## src/rtl/serial_adder_pkg.sv

```systemverilog
// serial_adder_pkg -- shared definitions for the bit-serial adder.
//   DEFAULT_WIDTH : default operand/sum width in bits
//   state_t       : control FSM states (IDLE, RUN, DONE)
package serial_adder_pkg;

  localparam int DEFAULT_WIDTH = 4;

  typedef enum logic [1:0] {
    IDLE = 2'd0,
    RUN  = 2'd1,
    DONE = 2'd2
  } state_t;

endpackage

```

## src/rtl/serial_adder_full_adder.sv

```systemverilog
// full_adder -- single-bit full-adder cell used as the serial datapath.
//   a, b, cin : input bits
//   s         : sum bit
//   cout      : carry-out bit
module full_adder (
  input  logic a,
  input  logic b,
  input  logic cin,
  output logic s,
  output logic cout
);

  assign s    = a ^ b ^ cin;
  assign cout = (a & b) | (a & cin) | (b & cin);

endmodule

```

## src/rtl/serial_adder.sv

```systemverilog
// serial_adder -- bit-serial adder: one bit per clock, LSB first, through a
// single full-adder cell. Result s = a + b + cin (mod 2^WIDTH), cout = carry
// out of the MSB.
//   clk   : clock, rising edge
//   rst_n : asynchronous active-low reset
//   start : begin an addition (accepted in IDLE or DONE, ignored in RUN)
//   a, b  : operands, latched on an accepted start
//   cin   : carry-in, latched on an accepted start
//   busy  : high while the addition is running
//   done  : one-cycle pulse; s/cout valid from this cycle
//   s     : registered sum
//   cout  : registered carry-out
//   ovf   : two's-complement overflow (only with SERIAL_ADDER_OVF_EN defined)
// Optional feature macro: SERIAL_ADDER_OVF_EN
module serial_adder
  import serial_adder_pkg::*;
#(
  parameter int WIDTH = DEFAULT_WIDTH
) (
  input  logic             clk,
  input  logic             rst_n,
  input  logic             start,
  input  logic [WIDTH-1:0] a,
  input  logic [WIDTH-1:0] b,
  input  logic             cin,
  output logic             busy,
  output logic             done,
  output logic [WIDTH-1:0] s,
  output logic             cout
`ifdef SERIAL_ADDER_OVF_EN
  ,
  output logic             ovf
`endif
);

  localparam int CW = (WIDTH > 1) ? $clog2(WIDTH) : 1;
  localparam logic [CW-1:0] LAST = CW'(WIDTH - 1);

  state_t           state, state_nxt;
  logic [WIDTH-1:0] a_q, b_q;
  logic             carry;
  logic [CW-1:0]    cnt;
  logic             fa_s, fa_cout;
  logic             accept;
  logic             last_bit;

  // Start is only honoured outside RUN, so a running operation is never disturbed.
  assign accept   = start && (state != RUN);
  assign last_bit = (cnt == LAST);

  // The operand registers shift right each RUN cycle, so bit 0 is always the
  // bit currently being added.
  full_adder u_fa (
    .a   (a_q[0]),
    .b   (b_q[0]),
    .cin (carry),
    .s   (fa_s),
    .cout(fa_cout)
  );

  // NOTE: sequential state uses non-blocking assignments so every register
  // samples pre-edge values, independent of statement order.
  always_ff @(posedge clk or negedge rst_n) begin
    if (!rst_n) state <= IDLE;
    else        state <= state_nxt;
  end

  // NOTE: next-state defaults to the current state before the case, so no
  // path leaves state_nxt unassigned and no latch is inferred.
  always_comb begin
    state_nxt = state;
    unique case (state)
      IDLE:    if (start) state_nxt = RUN;
      RUN:     if (last_bit) state_nxt = DONE;
      DONE:    state_nxt = start ? RUN : IDLE;
      default: state_nxt = IDLE;
    endcase
  end

  // NOTE: these are a handful of flops, not a memory array, so all of them
  // take the asynchronous reset.
  always_ff @(posedge clk or negedge rst_n) begin
    if (!rst_n) begin
      a_q   <= '0;
      b_q   <= '0;
      carry <= 1'b0;
      cnt   <= '0;
      s     <= '0;
      cout  <= 1'b0;
    end else if (accept) begin
      // s and cout are left alone here: they hold the previous result until
      // the first RUN cycle starts overwriting them.
      a_q   <= a;
      b_q   <= b;
      carry <= cin;
      cnt   <= '0;
    end else if (state == RUN) begin
      a_q   <= a_q >> 1;
      b_q   <= b_q >> 1;
      carry <= fa_cout;
      cnt   <= cnt + CW'(1);
      // Sum bits enter at the MSB; after WIDTH shifts the LSB has reached bit 0.
      s     <= {fa_s, s[WIDTH-1:1]};
      if (last_bit) cout <= fa_cout;
    end
  end

`ifdef SERIAL_ADDER_OVF_EN
  // On the MSB cycle, the carry register holds the carry into the MSB.
  always_ff @(posedge clk or negedge rst_n) begin
    if (!rst_n)                          ovf <= 1'b0;
    else if (state == RUN && last_bit)   ovf <= carry ^ fa_cout;
  end
`endif

  assign busy = (state == RUN);
  assign done = (state == DONE);

endmodule

```

## config.mk

```make
export PLATFORM = sky130hd
export DESIGN_NAME = serial_adder
export DESIGN_NICKNAME = d
export VERILOG_FILES = /design/src/rtl/serial_adder_pkg.sv /design/src/rtl/serial_adder_full_adder.sv /design/src/rtl/serial_adder.sv
export SDC_FILE = /design/constraint.sdc
export NUM_CORES = 1
export LEC_CHECK = 0
export BUFFER_PORTS_ARGS = -buffer_cell sky130_fd_sc_hd__buf_2
export CAP_MARGIN = 20
export CORE_MARGIN = 2
export CORE_UTILIZATION = 55
export DETAILED_ROUTE_END_ITERATION = 8
export PLACE_DENSITY = 0.92
export SYNTH_ARGS = -nofsm -noshare
export SYNTH_HDL_FRONTEND = slang
export SYNTH_HIERARCHICAL = 1
export SYNTH_SLANG_ARGS = --single-unit
```

## constraint.sdc

```tcl
create_clock -name clk -period 2.15 [get_ports clk]
set_input_delay 0.3225 -clock clk [delete_from_list [all_inputs] [get_ports clk]]
set_output_delay 0.3225 -clock clk [all_outputs]
set_load 0.1 [all_outputs]
```

==> results of run 1 <==
==> worst register-to-register path, stage by stage (launching register included) <==
cell and delay, ps:
dfrtp_1 420, fa_1 480, mux2_2 270
==> timing repair <==
action | CTS | global route
setup endpoints to repair | 0 | 0
hold buffers | 1 | 0
setup buffers | 0 | 0
endpoints found under the hold margin | 18 | 0
==> synth_stat cells <==
cell       n  area, µm²
fa_1       1       20.0
mux2_2    10        113
mux2_4    10        150
nand2b_1   1       6.26
nor2b_1    1       6.26
dfrtp_1   18        450
nor2_1     2       7.51
o22ai_1    1       6.26
buf_6      2       22.5
ha_1       1       12.5
nand3b_1   1       7.51
and2b_1    1       7.51
mux2i_1    3       30.0
nand2b_2   1       8.76
inv_1      3       11.3
==> area by class of cell <==
| type | count | area (µm²) |
|---|---|---|
| fillers | 119 | 488 |
| flip-flops and latches | 18 | 450 |
| multi-input cells | 33 | 375 |
| repair buffers | 20 | 108 |
| clock buffers | 4 | 36.3 |
| well taps | 16 | 20.0 |
| inverters | 3 | 11.3 |
==> per-stage QoR <==
step | utilization | area [µm²]
detailed placement | 0.641 | 955
global placement | 0.641 | 955
global route | 0.672 | 1000
CTS | 0.672 | 1000
floorplan | - | 860
finish | 0.672 | 1000
==> flip-flops by register name, indices dropped and copies added, names as in the netlist <==
| name | count |
|---|---|
| a_q | 4 |
| s | 4 |
| cnt | 2 |
| b_q | 4 |
| carry | 1 |
| cout | 1 |
| state | 2 |
==> logic make-up (layout without fill, tap and decap cells) <==
kind of cell               Yosys count  in the layout  share of synthesized area
and+or+nand+nor                      7              7                     0.0510
DFF                                 18             18                      0.524
muxes                               23             23                      0.341
buffers and inverters                5             27                     0.0393
adders and majority gates            2              2                     0.0378
AOI/OAI and AO/OA                    1              1                    0.00728
==> per-layer routing <==
layer / routed length [µm] / GRT usage / up-vias
met5: 0 / 0 / -
met3: 79 / 0.0667 / 3
met2: 723 / 0.304 / 12
met1: 574 / 0.190 / 250
li1: - / - / 237
met4: 21 / 0.0545 / 0
==> how the worst max path moves through the flow <==
stage                          from  endpoint  slack [ps]
3_5_place_dp   state[1]$_DFFE_PN0P_      busy         700
3_3_place_gp   state[1]$_DFFE_PN0P_      busy         740
5_1_grt        state[1]$_DFFE_PN0P_      busy         300
6_report       state[1]$_DFFE_PN0P_      busy         370
2_1_floorplan  state[0]$_DFFE_PN0P_      done          80
4_1_cts        state[1]$_DFFE_PN0P_      busy         350
==> reports/qor.txt, run 1 <==
Status: complete, no violations
Crit Path Class: reg -> out
Hpwl dp: 1.02 mm
Clock sinks: 18
PortBufs: 18
Vias in the first global route: 514
Fin nets: 93
Largest net degree at the start of global routing: 19
R2r endpoint: s[3]$_DFFE_PN0P_
Setup Slack @ Placement: 701 ps
R2R cell count: 2
Critical Path, Cell by Cell: nand2b_2 > inv_1 > buf_2
Synth cell types: 15
RSZ-0062 raised after global routing: no
Setup_tns: 0 ps
Relative slew margins: 0.675
DR iter-0 viols: 2
Slew @ Worst Pin: 492 ps
TritonCTS clock tree: done
Post-route DRC: 0
Drt first pass iters: 3
Starting density of the core: 0.577
Fmax achieved: 561 MHz
Vias/cell: 5.34
Initial antenna violation count: 0
Die W: 43.5 µm
Top delay family on crit path: buffers and inverters
Via count: 502
HP Start: a[3]
Final Hold Viols: 0
Die ar.: 1900 µm²
Clk buf depth: 2
Share of cells above drive strength 1: 0.564
Sequential area share after synthesis: 0.524
WHS Path Cells: 3
Slowest stage delay, CP: 450 ps
CTS Buf Count: 3
CORE AREA: 1490 µm²
Buf/Inv on CP: 2
Final Skew: 1.56 ps
Worst-path clk slew: 100 ps
Die Span Y: 43.5 µm
Max-cap viol count: 0
Reg-to-Reg Start: a_q[0]$_DFFE_PN0P_
Syn Area/Cell: 15.3 µm²
Final instance count without filler cells: 94
Worst Hold Slack: 258 ps
Critical path fanouts, max: 5
Final period util: 0.829
Mapped Nets: 70
Crit path max-delay cell type: buf_2
CP required: 1830 ps
Total grt overflow: 0
CP endpoint kind: output pin
Setup ws final: 368 ps
Area Overhead vs Synth: 16.4%
WL final: 1.40 mm
Post-CTS Resized: 0
Max-slew violation count: 0
Post-Syn Area: 860 µm²
Insertion delay to the later sink of the worst-skew pair: 300 ps
Row Count: 14
Setup crit start kind: register
Most frequent cells in the layout: 18 x dfrtp_1, 18 x buf_2, 10 x mux2_4, 10 x mux2_2
Antenna Diode Count: 0
Arrival time worst endpoint: 1460 ps
Yosys warnings: 6
Placed insts: 89
First-pass GRT wire length: 2.24 mm
Flop-to-flop setup slack: 880 ps
H-tree depth: 1
Hold endpoint: a_q[3]$_DFFE_PN0P_
GRT Util Overall: 0.172
Seq cells post-synth: 18
ANT nets after route: 0
HP Class: in -> reg
Drt wl/cell: 14.9 µm
Cells after Synth: 56
Placer Congestion: 0.770
Io pins: 19
Levels on crit path: 3
Period minus WS final: 1780 ps
Clk root buf: clkbuf_4
Final setup vio count: 0
Power of run 1 is not shown: default switching activity piles up to over one toggle a cycle in this logic, so the estimate is an artifact.
==> run 2: changes to the inputs <==
- ABC_AREA: not set -> 1
- CORE_UTILIZATION: 55 -> 45
- PLACE_DENSITY: 0.92 -> 0.82
- clock period: 2.15 -> 1.5 ns (I/O delays scaled with it)
==> reports/qor.txt, run 2 <==
Status: complete, no violations
Area Overhead vs Synth: 19.7%
Post-route DRC: 0
ANT nets after route: 0
CTS Buf Count: 3
Die Span Y: 46.6 µm
Setup ws final: 153 ps
Most frequent cells in the layout: 27 x nand3_1, 21 x nand2_1, 18 x dfrtp_1
Vias/cell: 4.98
Clk buf depth: 2
Met1 usage: 0.187
Final Hold Viols: 0
Post-synth top area share: 0.550
H-tree depth: 1
Initial antenna violation count: 0
Buf/Inv on CP: 2
Hold buffer count at cts: 1
Fmax achieved: 742 MHz
Top delay family on crit path: flip-flops
Drt first pass iters: 4
CORE AREA: 1730 µm²
Worst Hold Slack: 152 ps
First-pass GRT wire length: 2.26 mm
Die W: 46.6 µm
Insertion delay to the later sink of the worst-skew pair: 290 ps
Critical Path, Cell by Cell: inv_1 > nor2_2 > buf_12
Critical path fanouts, max: 2
Synth top area cells: dfrtp_1 55%, nand3_1 17%, nand2_1 9.6%, buf_6 4.1%, fa_1 2.4%
Worst-path clk slew: 100 ps
Total grt overflow: 0
DR iter-0 viols: 14
Post-Syn Area: 818 µm²
Clock sinks: 18
Crit path max-delay cell type: dfrtp_1
Relative slew margins: 0.679
Biggest registers after layout: a_q (4), b_q (4), s (4)
Mapped Nets: 101
Setup Slack @ Placement: 357 ps
Post-synth top area cell: dfrtp_1
Io pins: 19
CP Launch Point: state[1]$_DFFE_PN0P_
Arrival time worst endpoint: 1120 ps
Cells after Synth: 87
Post-synth EDFFs: 0
Placer Congestion: 0.718
HP Class: in -> reg
Seq cells post-synth: 18
Share of cells above drive strength 1: 0.255
Final Skew: 4.14 ps
Final period util: 0.898
Slew @ Worst Pin: 485 ps
TritonCTS clock tree: done
Post-CTS Resized: 0
Die ar.: 2180 µm²
Post-CTS Setup Repair Bufs: 0
Hpwl dp: 1.04 mm
Final setup vio count: 0
Clk root buf: clkbuf_4
Reg-to-Reg Start: a_q[0]$_DFFE_PN0P_
Row Count: 15
Via count: 653
Max-cap viol count: 0
HP Start: a[3]
Most frequent cells after synthesis: 27 x nand3_1, 21 x nand2_1, 18 x dfrtp_1, 4 x inv_1, 3 x buf_6
Starting density of the core: 0.474
Vias in the first global route: 560
PortBufs: 18
CP required: 1270 ps
Yosys warnings: 6
Commonest non-fill, non-tap cell in the layout: nand3_1
Top-count cell post-synth: nand3_1
Synth cell types: 16
Crit Path Class: reg -> out
Synth Flop Type: dfrtp_1
WL final: 1.50 mm
Largest net degree at the start of global routing: 29
Syn Area/Cell: 9.41 µm²
Met2 GRT Util: 0.236
Sequential area share after synthesis: 0.550
GR peak layer: met2
CP endpoint kind: output pin
RSZ-0062 raised after global routing: no
Max-slew violation count: 0
Antenna Diode Count: 0
Period minus WS final: 1350 ps
Drt wl/cell: 11.5 µm
Setup crit start kind: register
Fin nets: 121
Post-synth ARST share: 1.00
Setup_tns: 0 ps
Final Util: 0.567
GRT Util Overall: 0.150
Grt met3 use: 0.0392
Slowest stage delay, CP: 400 ps
run 2: kinds of logic (layout without fill, tap and decap cells):
| logic type | count (synthesis) | after routing | synth area share |
|---|---|---|---|
| flip-flops | 18 | 18 | 0.550 |
| AND/OR/NAND/NOR | 52 | 52 | 0.298 |
| buffers and inverters | 10 | 29 | 0.0795 |
| adder cells (fa/ha/maj) | 2 | 2 | 0.0398 |
| AO/OA/AOI/OAI | 5 | 5 | 0.0321 |
run 2: worst paths after layout:
path / end / slack, ps / cells after the start
max reg2reg: s[3]$_DFFE_PN0P_ / 350 / 3
min in group asynchronous: carry$_DFFE_PN0P_ / 390 / 2
min: a_q[3]$_DFFE_PN0P_ / 150 / 3
max in group asynchronous: a_q[2]$_DFFE_PN0P_ / 830 / 2
max: done / 150 / 3
min reg2reg: s[0]$_DFFE_PN0P_ / 480 / 2
run 2: per-stage QoR:
stage                     cells  cell area, µm²
after detailed placement    126             933
after CTS                   131             980
after floorplan              87             821
final                       131             980
after global routing        131             980
after global placement      126             933
run 2: per-layer routing:
layer  vias up  share of wire
met2        19           0.49
met5         -              0
met4         0          0.015
met3         4          0.055
met1       305           0.44
li1        325              -
run 2: worst min-delay path, delay by kind of cell:
| family | cells | cell delay, ps |
|---|---|---|
| buf+inv | 1 | 70 |
| simple gates | 2 | 120 |
run 2: area by class of cell:
| type | instances | area [µm²] |
|---|---|---|
| Fill cell | 164 | 747 |
| Multi-Input combinational cell | 59 | 305 |
| Tap cell | 25 | 31.3 |
| Clock buffer | 4 | 36.3 |
| Inverter | 5 | 18.8 |
| Sequential cell | 18 | 450 |
| Timing Repair Buffer | 20 | 138 |
Power of run 2 is left out for the same reason.
==> run 3: changes to the inputs <==
==> constraint.sdc (replaced) <==
create_clock -name clk -period 1.1 [get_ports clk]
set_input_delay 0.165 -clock clk [delete_from_list [all_inputs] [get_ports clk]]
set_output_delay 0.165 -clock clk [all_outputs]
set_load 0.005 [all_outputs]
==> reports/qor.txt, run 3 (synthesized netlist as in run 2, its figures left out) <==
Drt first pass iters: 4
Clk pwr share: 0.148
Leak: 0.520 nW
R2R cell count: 3
Cell Area, Placed: 921 µm²
WL final: 1.58 mm
Flop-to-flop setup slack: -30 ps
Die ar.: 2180 µm²
CTS Buf Count: 3
CORE AREA: 1730 µm²
Insertion delay to the later sink of the worst-skew pair: 290 ps
Final setup vio count: 4
Fmax achieved: 864 MHz
Failing checks: negative setup slack
End point of the critical path: busy
Via count: 687
Vias/cell: 5.09
Max-slew violation count: 0
H-tree depth: 1
Setup ws final: -57.8 ps
Status: finished, violations left
Final Hold Viols: 0
Period minus WS final: 1160 ps
Commonest non-fill, non-tap cell in the layout: nand3_1
Drt wl/cell: 11.7 µm
TritonCTS clock tree: done
DR iter-0 viols: 20
Fin area: 996 µm²
Total grt overflow: 0
Crit Path Class: reg -> out
Share of cells above drive strength 1: 0.282
Placed insts: 127
Initial antenna violation count: 0
Die Span Y: 46.6 µm
Post-route DRC: 0
Slew @ Worst Pin: 388 ps
CP Launch Point: state[1]$_DFFE_PN0P_
HP Class: in -> reg
Final instance count without filler cells: 135
Final Skew: 2.95 ps
Clk buf depth: 2
PortBufs: 18
Reg power frac: 0.418
Setup crit start kind: register
R2r endpoint: s[3]$_DFFE_PN0P_
RSZ-0062 raised after global routing: yes
Largest net degree at the start of global routing: 29
Row Count: 15
Worst-path clk slew: 100 ps
Placer Congestion: 0.690
Pwr/cell area: 2690 nW/µm²
Final period util: 1.05
CP required: 940 ps
Critical path fanouts, max: 2
Clock sinks: 18
Area Overhead vs Synth: 21.7%
Vias in the first global route: 592
Fin nets: 125
Io pins: 19
Reg-to-Reg Start: carry$_DFFE_PN0P_
Logic pwr share: 0.434
Biggest registers after layout: a_q (4), b_q (4), s (4)
Max-cap viol count: 0
Sw frac: 0.373
Most frequent cells in the layout: 27 x nand3_1, 21 x nand2_1, 18 x dfrtp_1, 18 x buf_2, 4 x inv_1
Arrival time worst endpoint: 990 ps
Starting density of the core: 0.474
P_sw: 1.00 mW
First-pass GRT wire length: 2.56 mm
GRT Util Overall: 0.174
P_int: 1.68 mW
CP endpoint kind: output pin
Die W: 46.6 µm
Antenna Diode Count: 0
IR drop worst, VDD: 1360 µV
Clk root buf: clkbuf_4
ANT nets after route: 0
Relative slew margins: 0.742
-- run 3: layout make-up --
type                            count  area, µm²
Timing Repair Buffer               24        154
Clock buffer                        4       36.3
Multi-Input combinational cell     59        305
Fill cell                         165        731
Inverter                            5       18.8
Sequential cell                    18        450
Tap cell                           25       31.3
-- run 3: routing by layer --
layer,wire length [µm],GRT usage
met5,0,0
met4,31,0.0833
met2,820,0.278
met1,670,0.217
met3,61,0.0471
-- run 3: power groups by stage --
stage	Combinational, mW	Sequential [mW]	Clock [mW]
floorplan	0.796	1.13	0
global placement	1.02	1.13	0
detailed placement	1.05	1.14	0
CTS	1.15	1.12	0.411
global route	1.33	1.16	0.441
finish	1.16	1.12	0.397
-- run 3: critical path: stages (launching register included) --
cell and delay [ps]:
dfrtp_1 400, buf_6 120, nor2_4 70, buf_2 110
-- run 3: timing repair --
item | CTS | global route
hold buffers | 1 | 0
pin swaps | 3 | 0
endpoints found under the hold margin | 18 | 0
gates resized for setup | 2 | 1
setup endpoints to repair | 5 | 15
cloned | 0 | 0
setup buffers | 2 | 1
-- run 3: stage by stage --
stage                      util  TNS (ps)  hold slack (ps)  setup slack [ps]  power, mW
after floorplan               -         0             -131              38.1       1.92
after global placement    0.533         0              106              22.9       2.14
after detailed placement  0.533     -12.1              114             -12.1       2.19
after CTS                 0.572      -148              107             -64.8       2.68
after global routing      0.577      -833              113              -126       2.93
final                     0.577      -120              107             -57.8       2.68
-- run 3: worst min-delay path by stage --
| stage | start | to | slack [ps] | cells after the start |
|---|---|---|---|---|
| floorplan | rst_n | a_q[0]$_DFFE_PN0P_ | -130 | 0 |
| global placement | rst_n | s[3]$_DFFE_PN0P_ | 110 | 1 |
| global route | a[1] | a_q[1]$_DFFE_PN0P_ | 110 | 3 |
| CTS | b[3] | b_q[3]$_DFFE_PN0P_ | 110 | 3 |
| finish | b[3] | b_q[3]$_DFFE_PN0P_ | 110 | 3 |
| detailed placement | rst_n | state[1]$_DFFE_PN0P_ | 110 | 1 |
No activity file was read; power rests on OpenSTA's default activity.
